===== src/rtl/alu_arbiter.sv =====
// alu_arbiter: round-robin sharing of one combinational ALU between NREQ
// requesters. The operands driving the ALU are registered, and the ALU result
// and flags are captured into a response register under a valid/ready
// handshake.
// Optional build macro ALU_ARB_LOCK_EN adds a req_lock input. An accepted
// locked request pins the following grants to the same requester.
module alu_arbiter #(
  parameter int NREQ   = 2,
  parameter int WORD_W = 32,
  parameter int OP_W   = 4
) (
  input  logic                     CLK,
  input  logic                     RST,
  input  logic [NREQ-1:0]          req_valid,
  input  logic [OP_W*NREQ-1:0]     req_op,
  input  logic [WORD_W*NREQ-1:0]   req_porta,
  input  logic [WORD_W*NREQ-1:0]   req_portb,
`ifdef ALU_ARB_LOCK_EN
  input  logic [NREQ-1:0]          req_lock,
`endif
  output logic [NREQ-1:0]          req_ready,
  output logic                     rsp_valid,
  input  logic                     rsp_ready,
  output logic [$clog2(NREQ)-1:0]  rsp_id,
  output logic [WORD_W-1:0]        rsp_out,
  output logic                     rsp_zf,
  output logic                     rsp_nf,
  output logic                     rsp_of,
  output logic [OP_W-1:0]          alu_op,
  output logic [WORD_W-1:0]        alu_porta,
  output logic [WORD_W-1:0]        alu_portb,
  input  logic [WORD_W-1:0]        alu_out,
  input  logic                     alu_zf,
  input  logic                     alu_nf,
  input  logic                     alu_of
);

  localparam int          ID_W = $clog2(NREQ);
  localparam int unsigned NR   = NREQ;

  typedef enum logic [1:0] {IDLE, EXEC, RESP} state_t;

  state_t            state, state_nx;
  logic [ID_W-1:0]   rr_ptr;
  logic              grant_any;
  logic [ID_W-1:0]   grant_id;
  logic [ID_W-1:0]   idx;
  logic              accept;

  logic [OP_W-1:0]   op_arr [NREQ];
  logic [WORD_W-1:0] a_arr  [NREQ];
  logic [WORD_W-1:0] b_arr  [NREQ];

`ifdef ALU_ARB_LOCK_EN
  logic              lock_active;
  logic [ID_W-1:0]   lock_owner;
`endif

  // Unpack the flat per-requester buses into indexable arrays.
  for (genvar g = 0; g < NREQ; g++) begin : g_unpack
    assign op_arr[g] = req_op[g*OP_W +: OP_W];
    assign a_arr[g]  = req_porta[g*WORD_W +: WORD_W];
    assign b_arr[g]  = req_portb[g*WORD_W +: WORD_W];
  end

  // Round-robin winner search starting just after the last granted requester.
  always_comb begin
    grant_any = 1'b0;
    grant_id  = '0;
    idx       = '0;
    for (int unsigned k = 1; k <= NR; k++) begin
      idx = ID_W'((32'(rr_ptr) + k) % NR);
`ifdef ALU_ARB_LOCK_EN
      if (!grant_any && req_valid[idx] && (!lock_active || idx == lock_owner)) begin
`else
      if (!grant_any && req_valid[idx]) begin
`endif
        grant_any = 1'b1;
        grant_id  = idx;
      end
    end
  end

  assign accept = (state == IDLE) && grant_any;

  // One-hot grant, only offered while idle.
  always_comb begin
    req_ready = '0;
    if (accept) req_ready[grant_id] = 1'b1;
  end

  // Next-state logic.
  always_comb begin
    state_nx = state;
    unique case (state)
      IDLE:    if (accept) state_nx = EXEC;
      EXEC:    state_nx = RESP;
      RESP:    if (rsp_ready) state_nx = IDLE;
      default: state_nx = IDLE;
    endcase
  end

  // State register.
  always_ff @(posedge CLK) begin
    if (RST) state <= IDLE;
    else     state <= state_nx;
  end

  // Operand, response, pointer and lock registers.
  always_ff @(posedge CLK) begin
    if (RST) begin
      rr_ptr      <= ID_W'(NREQ - 1);
      alu_op      <= '0;
      alu_porta   <= '0;
      alu_portb   <= '0;
      rsp_valid   <= 1'b0;
      rsp_id      <= '0;
      rsp_out     <= '0;
      rsp_zf      <= 1'b0;
      rsp_nf      <= 1'b0;
      rsp_of      <= 1'b0;
`ifdef ALU_ARB_LOCK_EN
      lock_active <= 1'b0;
      lock_owner  <= '0;
`endif
    end else begin
      unique case (state)
        IDLE: if (accept) begin
          alu_op    <= op_arr[grant_id];
          alu_porta <= a_arr[grant_id];
          alu_portb <= b_arr[grant_id];
          rsp_id    <= grant_id;
          rr_ptr    <= grant_id;
`ifdef ALU_ARB_LOCK_EN
          // While locked only the owner can win, so the winner's lock bit
          // alone decides whether the lock is set, kept or released.
          lock_active <= req_lock[grant_id];
          lock_owner  <= grant_id;
`endif
        end
        EXEC: begin
          rsp_out   <= alu_out;
          rsp_zf    <= alu_zf;
          rsp_nf    <= alu_nf;
          rsp_of    <= alu_of;
          rsp_valid <= 1'b1;
        end
        RESP: if (rsp_ready) rsp_valid <= 1'b0;
        default: ;
      endcase
    end
  end

endmodule

===== config.mk =====
export PLATFORM = sky130hd
export DESIGN_NAME = alu_arbiter
export DESIGN_NICKNAME = d
export VERILOG_FILES = /design/src/rtl/alu_arbiter.sv
export SDC_FILE = /design/constraint.sdc
export NUM_CORES = 1
export LEC_CHECK = 0
export CAP_MARGIN = 20
export CORE_MARGIN = 2
export CORE_UTILIZATION = 33
export CTS_CLUSTER_SIZE = 16
export DETAILED_ROUTE_END_ITERATION = 10
export GPL_ROUTABILITY_DRIVEN = 0
export MAX_ROUTING_LAYER = met4
export PLACE_DENSITY = 0.78
export RECOVER_POWER = 25
export SYNTH_ARGS = -nofsm -noshare
export SYNTH_HDL_FRONTEND = slang
export SYNTH_SLANG_ARGS = --single-unit

===== constraint.sdc =====
create_clock -name CLK -period 1.4 [get_ports CLK]
set_clock_uncertainty 0.2 [all_clocks]
set_input_delay 0.21 -clock CLK [delete_from_list [all_inputs] [get_ports CLK]]
set_output_delay 0.21 -clock CLK [all_outputs]
set_load 0.05 [all_outputs]

; Word level (Yosys, flattened, before mapping)
; Index checks and enable logic that the tools add are counted.
[classes]
n_lt_le_gt_ge = 5
n_reduce_logical = 9
shift = 0
n_mul = 0
mux = 25
n_bitwise = 1
div_mod_pow = 0
n_eq_ne = 4
n_addsub = 2
[op_table]
columns = cell, n
row1 = two-way mux 32 bit, 6
row2 = two-way mux 4 bit, 3
row3 = two-way mux 1 bit, 10
row4 = less-than comparator 1 x 2 -> 1 bit (second input constant), 3
row5 = two-way mux 2 bit, 3
row6 = case mux 2 bit (3 select lines), 1
row7 = AND reduction 2 bit, 3
row8 = inequality test 2 bit (second input constant), 2
row9 = logical AND 1 bit, 3
row10 = adder 1 bit (second input constant), 2
row11 = equality test 2 x 1 -> 1 bit (second input constant), 1
row12 = equality test 2 bit (second input constant), 1
row13 = greater-or-equal comparator 2 bit (second input constant), 1
row14 = logical NOT 2 bit, 1
row15 = inverter 1 -> 2 bit, 1
row16 = case mux 1 bit (2 select lines), 1
row17 = nonzero test 2 bit, 1
row18 = demux 1 bit (select 1 bit), 1
row19 = greater-or-equal comparator 1 bit (second input constant), 1
row20 = logical NOT 1 bit, 1
[word_totals]
word_cells = 57
mem_count = 0
latch_bits = 0
register_bits = 108
mem_bits_ro = 0
out_inout_bits = 107
ramBits = 0

; Longest topological paths before layout
; Gate-level depths: netlist of the first run.
[logic_depth]
word_depth = 12
depth_mapped = 6

; Worst setup path after synthesis of the first run
; OpenSTA, ideal clock, no wires.
[synth_timing]
kind = flip-flop to output port
startpoint = register state[1]
endpoint = output req_ready[0]
path_stages_with_launch = 4
t_required_ns = 0.990
slack_ns = -0.268
arrival_time_ns = 1.258
path_buffers = 1
cell_sequence = dfxtp_1 nor2_1 buf_2 and3_1
[synth_via]
elab_chain_len = 3
[synth_rtl]
columns = item, line_no
row1 = start: declaration, 43  ; state_t state, state_nx;
row2 = start signal: assignment, 106  ; else state <= state_nx;
row3 = logical NOT 2 bit, 84  ; assign accept = (state == IDLE) && grant_any;
row4 = logical AND 1 bit, 84
row5 = two-way mux 2 bit, 89  ; if (accept) req_ready[grant_id] = 1'b1;
row6 = end: declaration, 21  ; output logic [NREQ-1:0] req_ready,
; No other way between the ends.

; Worst setup path after layout of the first run
[layout_timing]
startpoint = register state[1]
endpoint = register alu_porta[13]
[layout_via]
elab_chain_len = 3
[layout_rtl]
columns = item, line_no
row1 = logical NOT 2 bit (*), "84, 127"
row2 = logical AND 1 bit, 84
row3 = AND reduction 2 bit (no line) (*), -
row4 = end signal: assignment, 130  ; alu_porta <= a_arr[grant_id];
row5 = end: declaration, 30  ; output logic [WORD_W-1:0] alu_porta,
; Mark *: on every way between the ends. The rest lies on a longest branch, timed or not.
; A chain may end at the register's enable or synchronous reset.

==> flow_summary.ini, run 1 <==
[power]
total_power_mw = 10.77
ir_drop_v = 0.0005964
p_per_area_nw_per_um2 = 1085
leakagePower_nw = 3.649

[cells_and_area]
drive_gt1_frac = 0.3454
fillers = 842
antennaDiodeCount = 0
multi_input_area_sq_um = 2487
stdcell_count = 1059
syn2layout_area_growth_pct = 120.5
nets = 1054
regArea_sq_um = 2171
final_common_cell = clkdlybuf4s50_1
final_cell_mix = 172 x clkdlybuf4s50_1, 114 x nand3_1, 105 x dfxtp_1

[die]
dieArea_sq_um = 14590
dieHeight_um = 120.8
io_pins = 283
die_w_um = 120.8
initial_core_util = 0.3386
core.rowCount = 42
core_sq_um = 13300

[cts]
cts_hold_buf = 0
clock_sinks = 108
ctsRootBufferMaster = clkbuf_16
cts_tree = yes
h-tree-depth = 3
clkSlewWorstSetupHoldPaths_ns = 0.08
cts_buffers = 9
clk_path_buf_depth = 2
clock_latency_ns = 0.35

[global_route]
overflow = 0
grt_pass1_vias = 5928
grt_max_degree = 43
grt_first_pass_wirelength_um = 31710
grt_usage = 0.2894
antenna_found_initial = 0

[setup_path]
crit_type = reg -> reg
critPathCaptureType = flip-flop
arrival_ns = 1.89
cp-start-kind = flip-flop
worstPathMaxFanout = 7
crit_required_ns = 1.47

[sta]
hold_viol_final = 0
max_freq_ghz = 0.5501
maxSlewViolCount = 0
tightest_slew_ns = 0.3161
period_needed_ns = 1.818
setup_viol = 110
worst_slack_ns = -0.4177
rsz0062_at_grt = yes
slew_headroom = 0.7893
finalCritPeriodShare = 1.298

[place]
port_buffers = 282
hpwl_um = 12940
dp.cells = 1001

[routing]
routed_wl_um = 22450
drc = 0
first_pass_iters = 5
vias_per_cell = 5.670
antenna_left = 0
first_iter_violations = 509
num_vias = 6005
wire_per_inst_um = 21.20

[synthesis]
synthCells = 570
synth-seq-cells = 108
syn_avg_cell_area_sq_um = 7.898
yosys.area.top_type = dfxtp_1
seq_area_frac_synth = 0.4803
synth.area.top_cells = dfxtp_1 48%, nand3_1 15%, a31oi_1 9.4%, o21ai_1 7.9%, nand2_1 5.9%
synth.distinct_cells = 21
synth_nets = 746
synth_top_area_frac = 0.4803
synth_warnings = 0
synth_area_sq_um = 4502

[outcome]
violations = setup timing
status = finished with violations

[worst_hold_path]
min_path_type = in -> reg

[run]
maxCapViolations = 0
[cells in the mapped netlist (all sizes together)]
library cell	n
nand2	71
or3b	1
buf	49
nor2	3
a31oi	68
inv	1
nand2b	2
o21ai	71
a21oi	37
nor3	1
or2	1
and3	1
a21boi	1
nor3b	1
clkbuf	15
nand3b	2
nor2b	1
nand3	136
dfxtp	108
[path summary, 6_finish.rpt]
check / start / end / slack (ns) / depth (start not counted)
worst min-delay path: RST / rsp_zf / 0.03 / 2
worst min register to register: rsp_out[28] / rsp_out[28] / 0.26 / 2
worst max-delay path: state[1] / alu_porta[13] / -0.42 / 8
worst max register to register: state[1] / alu_porta[13] / -0.42 / 8
[power by group]
part / switching [mW] / internal (mW)
sequential: 0.265 / 3.34
combinational: 2.23 / 2.15
clock: 1.17 / 1.62
[kinds of logic after synthesis]
logic type,count (synthesis),synth area share
buf+inv,65,0.07365
flops,108,0.4803
simple gates,220,0.2290
compound gates,177,0.2171
[stage by stage]
step	hold WS [ns]	setup WS [ns]	cell area [sq um]	TNS (ns)	utilization
final	0.02565	-0.4177	9925	-28.49	0.7465
after detailed placement	0.2843	-0.5300	8815	-34.70	0.6630
after global placement	0.2790	-0.4372	8815	-30.38	0.6630
after floorplan	0.1460	-0.02650	4542	-0.03261	-
after global routing	0.03034	-0.4349	9925	-33.72	0.7465
after CTS	0.02398	-0.3577	9918	-21.11	0.7460
[cell type report]
cell class / instances / share of cell area
multi-input cells: 398 / 0.2506
flip-flops and latches: 108 / 0.2187
well taps: 176 / 0.02219
clock buffers: 12 / 0.02484
clock inverters: 4 / 0.007312
inverters: 1 / 0.0007564
repair buffers: 360 / 0.4755
[timing repair]
action	4_1_cts	5_1_grt
cloned	12	7
pin swaps	19	47
resized for setup	69	87
buffers inserted	23	9
endpoints found under the setup margin	108	110
[layer usage]
metal	track usage	up-vias	wire (um)
met1	0.3218	2873	8345
met4	0.1366	0	858
li1	-	2687	-
met2	0.4908	374	11420
met3	0.06698	71	1826
met5	-	-	0
[sequential cells by signal, summed over array words and instances (netlist names), 2 cells and up]
register   count
alu_op         4
alu_porta     32
alu_portb     32
rsp_out       32
state          2
[critical path, stage by stage, from the launching register on]
cell and delay (ns):
dfxtp_4 0.36, buf_12 0.12, buf_6 0.11, nor3b_4 0.22
buf_6 0.18, buf_12 0.14, buf_12 0.11, nand3_1 0.09
a31oi_1 0.19
(Power assumes the default switching activity.)
==> run 2: changes to the inputs <==
- HOLD_SLACK_MARGIN: unset -> 0.12
- SLEW_MARGIN: unset -> 40
==> run 2 against run 1 <==
The run still ends with setup timing left. Sequential share of layout area barely moved. Core utilization grew 0.075 points. Combinational power about the same. Clock power barely moved. Die area did not move. Clock-buffer cell count unchanged. Via count decreased by 0.42%. Worst setup slack gained 0.0076 ns. Power about the same. Global-route usage is the same. Critical path type unchanged. Critical endpoint unchanged. Highest routed layer unchanged.
==> flow_summary.ini, run 2 (synthesized netlist as in run 1, its figures left out) <==
[setup_path]
reg2regPathDepth = 8
cp-start-kind = flip-flop
reg2reg_from = state[1]
worstPathMaxFanout = 7
critPathCaptureType = flip-flop
worstReg2RegEnd = alu_porta[13]
cpMostUsedCell = buf_12
arrival_ns = 1.88
slowest_stage = dfxtp_4
crit_family = buffers and inverters
cpPeakStageDelay_ns = 0.36
r2r_slack_ns = -0.41
cp_num_buf_inv = 5
crit_required_ns = 1.47
crit_chain = buf_12 -> buf_6 -> nor3b_4 -> buf_6 -> buf_12 -> buf_12 -> nand3_1 -> a31oi_1
crit_type = reg -> reg

[place]
port_buffers = 282
placed_cell_area_sq_um = 8815
dp.cells = 1001
hpwl_um = 12940

[sta]
worst_slack_ns = -0.4101
maxSlewViolCount = 0
tightest_slew_ns = 0.3207
setup_tns_ns = -28.28
max_freq_ghz = 0.5524
hold_viol_final = 0
rsz0062_at_grt = yes
slew_headroom = 0.7862
hold_slack_ns = 0.2104
period_needed_ns = 1.810
finalCritPeriodShare = 1.293
setup_viol = 110

[run]
maxCapViolations = 0

[routing]
num_vias = 5980
routed_wl_um = 22410
first_iter_violations = 417
wire_per_inst_um = 21.14
antenna_left = 0
vias_per_cell = 5.642
first_pass_iters = 5
drc = 0

[cts]
clock_sinks = 108
ctsRootBufferMaster = clkbuf_16
clk_path_buf_depth = 2
cts_tree = yes
clock_latency_ns = 0.35
h-tree-depth = 3
cts_buffers = 9
clkSlewWorstSetupHoldPaths_ns = 0.07

[outcome]
violations = setup timing
status = finished with violations

[worst_hold_path]
whs_path_depth = 3
hp-start = alu_out[27]
min_path_type = in -> reg
holdPathEnd = rsp_out[27]

[power]
p_per_area_nw_per_um2 = 1083
leakagePower_nw = 3.653
ir_drop_v = 0.0005982

[cells_and_area]
antennaDiodeCount = 0
nets = 1055
finalInstanceArea_sq_um = 9935
syn2layout_area_growth_pct = 120.7
final_util = 0.7472
final_common_cell = clkdlybuf4s50_1
final_cell_mix = 172 x clkdlybuf4s50_1, 114 x nand3_1, 105 x dfxtp_1
stdcell_count = 1060
drive_gt1_frac = 0.3450
top_regs = alu_porta (32), alu_portb (32), rsp_out (32)

[global_route]
grt_pass1_vias = 5931
grt_max_degree = 43
grt_first_pass_wirelength_um = 31710
antenna_found_initial = 0
grt_usage = 0.2894
overflow = 0

[die]
dieHeight_um = 120.8
dieArea_sq_um = 14590
initial_core_util = 0.3386
core_sq_um = 13300
core.rowCount = 42
io_pins = 283
die_w_um = 120.8
[run 2: cell count changes in the layout (fill, tap and decap cells not counted), sizes merged]
cell,change
dlygate4sd3,+1
[run 2: stage by stage]
step,power [mW],worst slack (ns)
final,10.76,-0.4101
after global routing,11.10,-0.4349
after CTS,10.74,-0.3577
after detailed placement,7.459,-0.5300
after global placement,7.401,-0.4372
after floorplan,5.311,-0.02650
[run 2: how the worst max path moves through the flow]
stage	end	slack, ns	startpoint	cells after the start
final	alu_porta[13]	-0.41	state[1]	8
after global routing	alu_porta[21]	-0.43	state[1]	8
after CTS	req_ready[0]	-0.36	state[0]	5
after detailed placement	alu_portb[1]	-0.53	req_valid[0]	5
after global placement	req_ready[1]	-0.44	req_valid[1]	6
after floorplan	req_ready[1]	-0.03	rr_ptr	5
[run 2: per-layer routing]
metal	share of wire	track usage	vias up
li1	-	-	2684
met1	0.37	0.3224	2862
met2	0.51	0.4908	367
met3	0.083	0.06604	67
met4	0.039	0.1366	0
met5	0	-	-
[run 2: power by group]
group	switching (mW)	internal (mW)	total, mW
Combinational	2.23	2.15	4.37
Clock	1.17	1.62	2.78
Sequential	0.265	3.34	3.61
Total	3.66	7.11	10.8
[run 2: what timing repair did]
item,in CTS,in global routing
buffers inserted,23,9
hold buffers,1,0
pin swaps,19,47
gates cloned,12,7
endpoints found under the hold margin,12,0
setup endpoints to repair,108,110
gates resized for setup,69,87
[run 2: worst register-to-register path, delay by kind of cell (launching register included)]
family,cells,cell delay [ns]
buf+inv,5,0.67
flops,1,0.36
compound gates,1,0.19
simple gates,2,0.32
[run 2: cell type report]
type / instances / area [sq um]
clock buffer: 12 / 246.5
clock inverter: 4 / 72.57
fill: 841 / 3361
inverter: 1 / 7.507
multi-input combinational: 398 / 2487
sequential: 108 / 2171
tap: 176 / 220.2
timing repair buffer: 361 / 4730
==> run 3: changes to the inputs <==
- GPL_ROUTABILITY_DRIVEN: 0 -> unset
- SLEW_MARGIN: 40 -> 20
==> results of run 3 <==
The final DEF is identical to that of run 2; final timing and power are the same.
